===== config.mk =====
export PLATFORM = sky130hd
export DESIGN_NAME = pfc_vec
export DESIGN_NICKNAME = d
export VERILOG_FILES = /design/src/rtl/pfc_vec.sv
export SDC_FILE = /design/constraint.sdc
export NUM_CORES = 1
export LEC_CHECK = 0
export ABC_AREA = 0
export CAP_MARGIN = 5
export CORE_AREA = 3 3 112 114
export CTS_CLUSTER_SIZE = 12
export DETAILED_ROUTE_END_ITERATION = 8
export DIE_AREA = 0 0 115 117
export GPL_TIMING_DRIVEN = 1
export PLACE_DENSITY_LB_ADDON = 0.05
export RECOVER_POWER = 100
export SYNTH_ARGS = -nofsm -noshare
export SYNTH_HDL_FRONTEND = slang
export SYNTH_SLANG_ARGS = --single-unit
export TNS_END_PERCENT = 20

===== constraint.sdc =====
create_clock -name clk_pc -period 3.6 [get_ports clk_pc]
set_input_delay 0.54 -clock clk_pc [delete_from_list [all_inputs] [get_ports clk_pc]]
set_output_delay 0.54 -clock clk_pc [all_outputs]
set_load 0.01 [all_outputs]

===== src/rtl/pfc_vec.sv =====
// Program flow controller for the rk16 core.
// Holds the PC and chooses each cycle between sequential increment, a
// conditional or unconditional jump to the ALU result, vectored prioritised
// interrupt entry, and return-from-interrupt. Return addresses, the priority
// level that was active, and the interrupt id are kept on an internal stack,
// so handlers can nest without software saving the return address.
module pfc_vec #(
    parameter int unsigned          WIDTH       = 16,
    parameter int unsigned          NUM_IRQ     = 4,
    parameter int unsigned          STACK_DEPTH = 4,
    parameter logic [WIDTH-1:0]     RESET_PC    = '0,
    parameter logic [WIDTH-1:0]     VEC_BASE    = WIDTH'(16'h0010),
    parameter int unsigned          VEC_STRIDE  = 4,
    localparam int unsigned         ID_W        = (NUM_IRQ > 1) ? $clog2(NUM_IRQ) : 1,
    localparam int unsigned         DEPTH_W     = $clog2(STACK_DEPTH + 1)
) (
    input  logic                clk_pc,
    input  logic                rst,
    input  logic [WIDTH-1:0]    cond,
    input  logic [WIDTH-1:0]    alu,
    input  logic [1:0]          pfc_ctrl,
    input  logic [NUM_IRQ-1:0]  irq,
    input  logic                irq_en,
    output logic [WIDTH-1:0]    pc,
    output logic [WIDTH-1:0]    pc_inc,
    output logic [WIDTH-1:0]    intr_ra,
    output logic                intr_active,
    output logic [ID_W-1:0]     intr_id,
    output logic [DEPTH_W-1:0]  depth,
    output logic                err
);

    // cur_level must be able to hold NUM_IRQ, which means "no level active".
    localparam int unsigned LVL_W = $clog2(NUM_IRQ + 1);

    localparam logic [1:0] CTRL_INC  = 2'b00;
    localparam logic [1:0] CTRL_BR   = 2'b01;
    localparam logic [1:0] CTRL_JMP  = 2'b10;
    localparam logic [1:0] CTRL_RETI = 2'b11;

    logic [WIDTH-1:0]   pc_q, pc_d;
    logic               err_q, err_d;
    logic [DEPTH_W-1:0] depth_q, depth_d;
    logic [LVL_W-1:0]   cur_level_q, cur_level_d;
    logic [ID_W-1:0]    intr_id_q, intr_id_d;

    logic [WIDTH-1:0]   ra_q  [STACK_DEPTH];
    logic [LVL_W-1:0]   lvl_q [STACK_DEPTH];
    logic [ID_W-1:0]    sid_q [STACK_DEPTH];

    logic [WIDTH-1:0]   pc_plus1;
    logic [WIDTH-1:0]   next_seq;
    logic [WIDTH-1:0]   vec_addr;
    logic [WIDTH-1:0]   top_ra;
    logic [LVL_W-1:0]   top_lvl;
    logic [ID_W-1:0]    top_id;
    logic               irq_hit;
    logic [ID_W-1:0]    irq_win;
    logic               push;

    assign pc_plus1 = pc_q + WIDTH'(1);

    // Read the top stack entry; an empty stack reads back as all zeros.
    always_comb begin
        top_ra  = '0;
        top_lvl = '0;
        top_id  = '0;
        for (int i = 0; i < int'(STACK_DEPTH); i++) begin
            if (depth_q == DEPTH_W'(i + 1)) begin
                top_ra  = ra_q[i];
                top_lvl = lvl_q[i];
                top_id  = sid_q[i];
            end
        end
    end

    // Pick the lowest-index eligible request; only levels strictly above the
    // active one may preempt.
    always_comb begin
        irq_hit = 1'b0;
        irq_win = '0;
        for (int i = int'(NUM_IRQ) - 1; i >= 0; i--) begin
            if (irq_en && irq[i] && (LVL_W'(i) < cur_level_q)) begin
                irq_hit = 1'b1;
                irq_win = ID_W'(i);
            end
        end
    end

    assign vec_addr = VEC_BASE + (WIDTH'(VEC_STRIDE) * WIDTH'(irq_win));

    // Address the current instruction would continue to if no interrupt hit.
    always_comb begin
        next_seq = pc_plus1;
        case (pfc_ctrl)
            CTRL_INC:  next_seq = pc_plus1;
            CTRL_BR:   next_seq = (cond != '0) ? alu : pc_plus1;
            CTRL_JMP:  next_seq = alu;
            default:   next_seq = pc_plus1;
        endcase
    end

    // Decide the next PC and stack action; reti outranks interrupt entry.
    always_comb begin
        pc_d        = next_seq;
        err_d       = err_q;
        depth_d     = depth_q;
        cur_level_d = cur_level_q;
        intr_id_d   = intr_id_q;
        push        = 1'b0;
        if (pfc_ctrl == CTRL_RETI) begin
            if (depth_q != '0) begin
                pc_d        = top_ra;
                depth_d     = depth_q - DEPTH_W'(1);
                cur_level_d = top_lvl;
                intr_id_d   = top_id;
            end else begin
                pc_d  = pc_plus1;
                err_d = 1'b1;
            end
        end else if (irq_hit && (depth_q < DEPTH_W'(STACK_DEPTH))) begin
            // The branch/jump outcome is preserved as the return address.
            push        = 1'b1;
            pc_d        = vec_addr;
            depth_d     = depth_q + DEPTH_W'(1);
            cur_level_d = LVL_W'(irq_win);
            intr_id_d   = irq_win;
        end
    end

    // PC and control state registers.
    always_ff @(posedge clk_pc or posedge rst) begin
        if (rst) begin
            pc_q        <= RESET_PC;
            err_q       <= 1'b0;
            depth_q     <= '0;
            cur_level_q <= LVL_W'(NUM_IRQ);
            intr_id_q   <= '0;
        end else begin
            pc_q        <= pc_d;
            err_q       <= err_d;
            depth_q     <= depth_d;
            cur_level_q <= cur_level_d;
            intr_id_q   <= intr_id_d;
        end
    end

    // Return stack: push writes the slot just above the current top. Pops
    // leave stale contents, which are never read because depth gates reads.
    always_ff @(posedge clk_pc or posedge rst) begin
        if (rst) begin
            for (int i = 0; i < int'(STACK_DEPTH); i++) begin
                ra_q[i]  <= '0;
                lvl_q[i] <= '0;
                sid_q[i] <= '0;
            end
        end else begin
            for (int i = 0; i < int'(STACK_DEPTH); i++) begin
                if (push && (depth_q == DEPTH_W'(i))) begin
                    ra_q[i]  <= next_seq;
                    lvl_q[i] <= cur_level_q;
                    sid_q[i] <= intr_id_q;
                end
            end
        end
    end

    assign pc          = pc_q;
    assign pc_inc      = pc_plus1;
    assign intr_ra     = top_ra;
    assign intr_active = (depth_q != '0);
    assign intr_id     = intr_id_q;
    assign depth       = depth_q;
    assign err         = err_q;

endmodule


== After elaboration in Yosys (flattened, before gate mapping) ==
Index checks and enable logic that the tools add are counted.

* Bits in registers: 109
* Bits of input ports: 41
* Word-level logic and storage cells: 90

* $add $sub $neg: 4
* Magnitude comparators: 5
* Equal/unequal tests: 8
* Multiplexer cells: 36
* Bitwise operators: 1
* Reductions and logical operators: 19

{| class="wikitable"
|+ Operators with widths
! cell !! count
|-
| two-way mux 16 bit || 8
|-
| case mux 16 bit (2 select lines) || 1
|-
| two-way mux 3 bit || 10
|-
| two-way mux 2 bit || 11
|-
| adder 16 x 1 -> 16 bit (second input constant) || 1
|-
| nonzero test 16 bit || 1
|-
| logical AND 1 bit || 13
|-
| adder 5 x 4 -> 6 bit (first input constant) || 1
|-
| == test 3 x 2 -> 1 bit (second input constant) || 2
|-
| less-than comparator 1 x 3 -> 1 bit (first input constant) || 2
|-
| less-than comparator 2 x 3 -> 1 bit (first input constant) || 2
|-
| two-way mux 1 bit || 6
|-
| == test 2 bit (second input constant) || 2
|-
| AND reduction 2 bit || 2
|-
| adder 3 x 1 -> 3 bit (second input constant) || 1
|-
| == test 3 x 1 -> 1 bit (second input constant) || 1
|-
| == test 3 bit (second input constant) || 1
|-
| zero test 3 bit || 1
|-
| less-than comparator 3 bit (second input constant) || 1
|-
| nonzero test 3 bit || 1
|-
| subtractor 3 x 1 -> 3 bit (second input constant) || 1
|-
| == test 2 x 1 -> 1 bit (second input constant) || 1
|-
| inequality test 2 bit (second input constant) || 1
|-
| nonzero test 2 bit || 1
|-
| inverter 1 bit || 1
|}

== Depth between registers and ports, before layout ==
Gate-level depths: netlist of run 1.

* Depth after elaboration: 10
* Depth in mapped cells: 12
* Depth with buffers taken out: 9

== Least setup slack after synthesis of run 1 ==
Ideal clock, no wire load.

* Path kind: reg2out
* From: reg depth_q[0], in the netlist depth[0]
* To: out intr_ra[0]
* Arrival: 2.030 ns
* Required time: 3.060 ns
* Slack: 1.030 ns
* Cell stages (with the launch flop): 10
* Path buffers: 2
* Cells stage by stage: dfrtp_1 > inv_1 > ha_1 > buf_2 > nor3b_2 > buf_4 > a22oi_1 > nor2_1 > nor2_1 > o21ai_0

* Cells in the longest elaborated chain, start to end: 5

{| class="wikitable"
|+ RTL lines
! item !! RTL line !! source
|-
| start: declaration || 43 || <nowiki>logic [DEPTH_W-1:0] depth_q, depth_d;</nowiki>
|-
| start signal: assignment || 142 || <nowiki>depth_q <= depth_d;</nowiki>
|-
| == test 3 x 1 -> 1 bit || 69 || <nowiki>if (depth_q == DEPTH_W'(i + 1)) begin</nowiki>
|-
| two-way mux 16 bit (3 in a row) || 69 ||
|-
| two-way mux 16 bit * || 69 ||
|-
| end: declaration || 26 || <nowiki>output logic [WIDTH-1:0] intr_ra,</nowiki>
|}

Mark *: on every way between the ends. The rest lies on a longest branch, timed or not.

== Final worst setup path of run 1 ==
* From: reg depth_q[0], in the netlist depth[0]
* To: out intr_ra[10]

The elaborated chain is that of the path after synthesis.

==> results_tabular.tex, run 1 <==
\begin{tabular}{lr}
\hline
Metric & Value \\
\hline
\multicolumn{2}{l}{\textbf{Logic synthesis}} \\
\quad Cell Area, Synth & 5530 um2 \\
\quad Cell accounting for the most synthesized area & dfrtp\_1 \\
\quad Synth async-reset ratio & 1.00 \\
\quad Number of warnings issued by yosys & 0 \\
\quad Synthesized netlist net count & 629 \\
\quad Post-synthesis average cell area & 9.56 um2 \\
\quad Primary flip-flop cell chosen by synthesis mapping & dfrtp\_1 \\
\quad Synthesized instance count & 578 \\
\quad Yosys reg bits & 109 \\
\quad Most frequent cell after synthesis & dfrtp\_1 \\
\quad Commonest cells in the netlist & dfrtp\_1 (108), nand2\_1 (96), o21ai\_0 (95), mux2\_2 (28) \\
\quad Number of synthesized flops with an enable pin & 0 \\
\quad Seq/Total Area, Yosys & 0.494 \\
\quad Share of Yosys cell area claimed by the top area cell type & 0.489 \\
\quad Cell types with the largest area share after synthesis & dfrtp\_1 (49\%), o21ai\_0 (8.6\%), nand2\_1 (6.5\%) \\
\quad Distinct cell type count after synthesis & 55 \\
\multicolumn{2}{l}{\textbf{STA}} \\
\quad Tmin final & 3.39 ns \\
\quad Clock tree skew after final layout & 0.00944 ns \\
\quad Aggregate negative setup slack & 0 ns \\
\quad Slew at the pin with the worst max-slew slack & 1.68 ns \\
\quad Share of the clock period used by the worst path & 0.942 \\
\quad Final-report setup violation count & 0 \\
\quad Peak Freq & 0.295 GHz \\
\quad Final-report hold violation count & 0 \\
\quad Number of slew-limit violations in the final report & 39 \\
\quad Setup repair after global routing missed its margin & false \\
\quad Max-slew headroom at the worst pin & -0.125 \\
\multicolumn{2}{l}{\textbf{Setup path}} \\
\quad Worst Reg-to-Reg Cells & 6 \\
\quad Required time of the critical path & 3.06 ns \\
\quad Critical Path End Type & output pin \\
\quad CP Data Arrival Time & 2.85 ns \\
\quad Worst setup slack for register-to-register paths & 0.39 ns \\
\quad Destination of the worst register-to-register timing path & ra\_q[7] \\
\quad Top fanout value on the critical path & 17 \\
\quad Beginning of the worst register-to-register path & depth[2] \\
\quad Launching element type of the critical path & flop \\
\quad Crit Path Category & reg -> out \\
\multicolumn{2}{l}{\textbf{Die}} \\
\quad Die area & 13500 um2 \\
\quad Die outline width & 115 um \\
\quad Placeable Area & 11500 um2 \\
\quad Starting density of the core & 0.480 \\
\quad Count of boundary I/O pins & 96 \\
\quad Vert. Die Dim & 117 um \\
\quad Std-Cell Rows & 39 \\
\multicolumn{2}{l}{\textbf{Cells and area}} \\
\quad Core utilization of the finished layout & 0.597 \\
\quad Net total in the final layout & 713 \\
\quad Fraction of layout cells with a size suffix above 1 & 0.0930 \\
\quad Number of standard cells in the layout, taps in and fillers out & 810 \\
\quad Synth-to-Final Area Change & 24.4\% \\
\quad Total non-filler cell area in the finished layout & 6870 um2 \\
\quad Antenna Cells & 0 \\
\multicolumn{2}{l}{\textbf{Status}} \\
\quad Run status & complete, but fails checks \\
\quad Failing checks & max-capacitance violations, max-slew violations \\
\multicolumn{2}{l}{\textbf{Global routing}} \\
\quad Overflow after GRT & 0 \\
\quad Number of antenna violations at the first check in global routing & 0 \\
\quad Wire length of the first global-routing pass & 26800 um \\
\quad Overall track demand over capacity in global routing & 0.265 \\
\quad Via count of the first global-routing pass & 4748 \\
\quad Largest net degree at the start of global routing & 73 \\
\multicolumn{2}{l}{\textbf{Placement}} \\
\quad Number of placed instances with taps included & 794 \\
\quad Final weighted congestion of routability-driven global placement & 0.820 \\
\quad Hpwl dp & 11800 um \\
\quad Instance area at placement & 6600 um2 \\
\quad Port-buffer cells & 95 \\
\multicolumn{2}{l}{\textbf{Pwr}} \\
\quad Pwr Density & 781 nW/um2 \\
\quad Worst ir drop on vdd & 0.000424 V \\
\quad Total power & 5370 uW \\
\quad Leak pwr & 0.00304 uW \\
\multicolumn{2}{l}{\textbf{Clocking}} \\
\quad H-tree level count & 3 \\
\quad Number of gates resized after CTS & 0 \\
\quad Post-CTS Repair Setup Buffers & 0 \\
\quad Number of CTS-inserted buffers & 9 \\
\quad Worst-skew pair later-pin latency & 0.35 ns \\
\quad Clock slew at the register clock pins of the worst setup and hold paths & 0.07 ns \\
\quad Number of clock sinks seen by CTS & 109 \\
\quad Post-cts hold buffer count & 0 \\
\quad TritonCTS clock tree & built \\
\quad Clock Tree Root & clkbuf\_16 \\
\quad Max Root-Sink Buffers & 2 \\
\multicolumn{2}{l}{\textbf{Routing}} \\
\quad Iteration-0 DRC Markers & 503 \\
\quad Post-detailed-route count of antenna-violating nets & 0 \\
\quad Vias & 4823 \\
\quad Average vias per placed instance & 5.95 \\
\quad Drt pass-1 iters & 6 \\
\quad Wire per inst & 21.0 um \\
\quad Post-detailed-routing wire length & 17000 um \\
\quad Count of unresolved DRC violations after routing & 0 \\
\multicolumn{2}{l}{\textbf{Worst hold path}} \\
\quad Hold path start & err \\
\quad Worst hold path cell count & 1 \\
\quad End of the worst hold path & err \\
\quad Path category of the worst min-delay check & reg -> reg \\
\multicolumn{2}{l}{\textbf{Run}} \\
\quad Number of max-capacitance violations reported & 1 \\
\hline
\end{tabular}
==> worst max-delay path by stage <==
| stage | endpoint | from | depth (start not counted) | slack, ns |
|---|---|---|---|---|
| 3_5_place_dp | pc[10] | cond[1] | 6 | 0.51 |
| 5_1_grt | intr_ra[13] | depth[0] | 8 | 0.03 |
| 6_report | intr_ra[10] | depth[0] | 8 | 0.21 |
| 3_3_place_gp | pc[10] | cond[1] | 6 | 0.47 |
| 2_1_floorplan | cur_level_q[0] | rst | 1 | 0.19 |
| 4_1_cts | intr_ra[15] | depth[0] | 7 | 0.21 |
==> worst max-delay path, stage by stage, from the launching register on <==
cell	delay [ns]
dfrtp_1	0.43
inv_1	0.11
ha_1	0.35
and2_0	0.23
buf_4	0.21
or3_1	0.31
o21ai_0	0.13
nor2_1	0.11
dlygate4sd3_1	0.62
==> cells in the final DEF, fill, tap and decap left out, drive strengths merged, types with 3 or more instances in the layout <==
cell type        n
a31oi            4
nand4            3
a211oi           3
mux2            28
nand2          100
nor3             9
xor2             7
and2             5
o21ai           95
dlygate4sd3     50
o22ai           10
nand3            9
ha              10
or3              6
a221o            6
nor4             6
nor2b            4
o211ai           3
dfrtp          108
inv             17
nand2b           3
a221oi          11
a21oi           19
buf              9
xnor2            8
clkdlybuf4s50   45
a22o             4
clkbuf          16
a22oi           22
nor2            20
and4             3
==> registers in the layout, indices dropped and copies added (netlist names) <==
name	count
lvl_q	12
ra_q	64
depth	3
err	1
pc	16
cur_level_q	3
sid_q	8
intr_id	2
==> layout make-up <==
type	instances	area, um2
fillers	1045	4640
flip-flops and latches	109	2730
multi-input cells	416	2550
repair buffers	108	1040
clock buffers	12	236
well taps	143	179
clock inverters	4	72.6
inverters	18	68.8
==> stage by stage <==
step	worst slack [ns]	hold slack (ns)
floorplan	0.188	0.442
global placement	0.472	0.454
detailed placement	0.513	0.462
CTS	0.206	0.481
global route	0.0278	0.492
finish	0.209	0.468
==> power breakdown <==
| group | total (uW) | switching [uW] | internal, uW |
|---|---|---|---|
| Sequential | 2000 | 341 | 1660 |
| Clock | 1040 | 435 | 610 |
| Combinational | 2320 | 1310 | 1010 |
| Total | 5370 | 2090 | 3280 |
==> cells by family after synthesis <==
group,synth area share
buffers and inverters,0.0426
flip-flops,0.494
AO/OA/AOI/OAI,0.215
XOR/XNOR,0.0238
multiplexers,0.0589
AND/OR/NAND/NOR,0.144
adder cells (fa/ha/maj),0.0226
==> layer usage <==
metal | GRT usage | vias up | share of wire
met2 | 0.439 | 168 | 0.49
met3 | 0.0653 | 34 | 0.059
met1 | 0.342 | 2376 | 0.42
li1 | - | 2245 | -
met4 | 0.0923 | 0 | 0.028
met5 | 0 | - | 0
Power figures use the tool's default switching activity.
==> run 2: changes to the inputs <==
- CAP_MARGIN: 5 -> not set
==> results of run 2 <==
No change in the layout: final DEF, timing and power equal those of run 1.
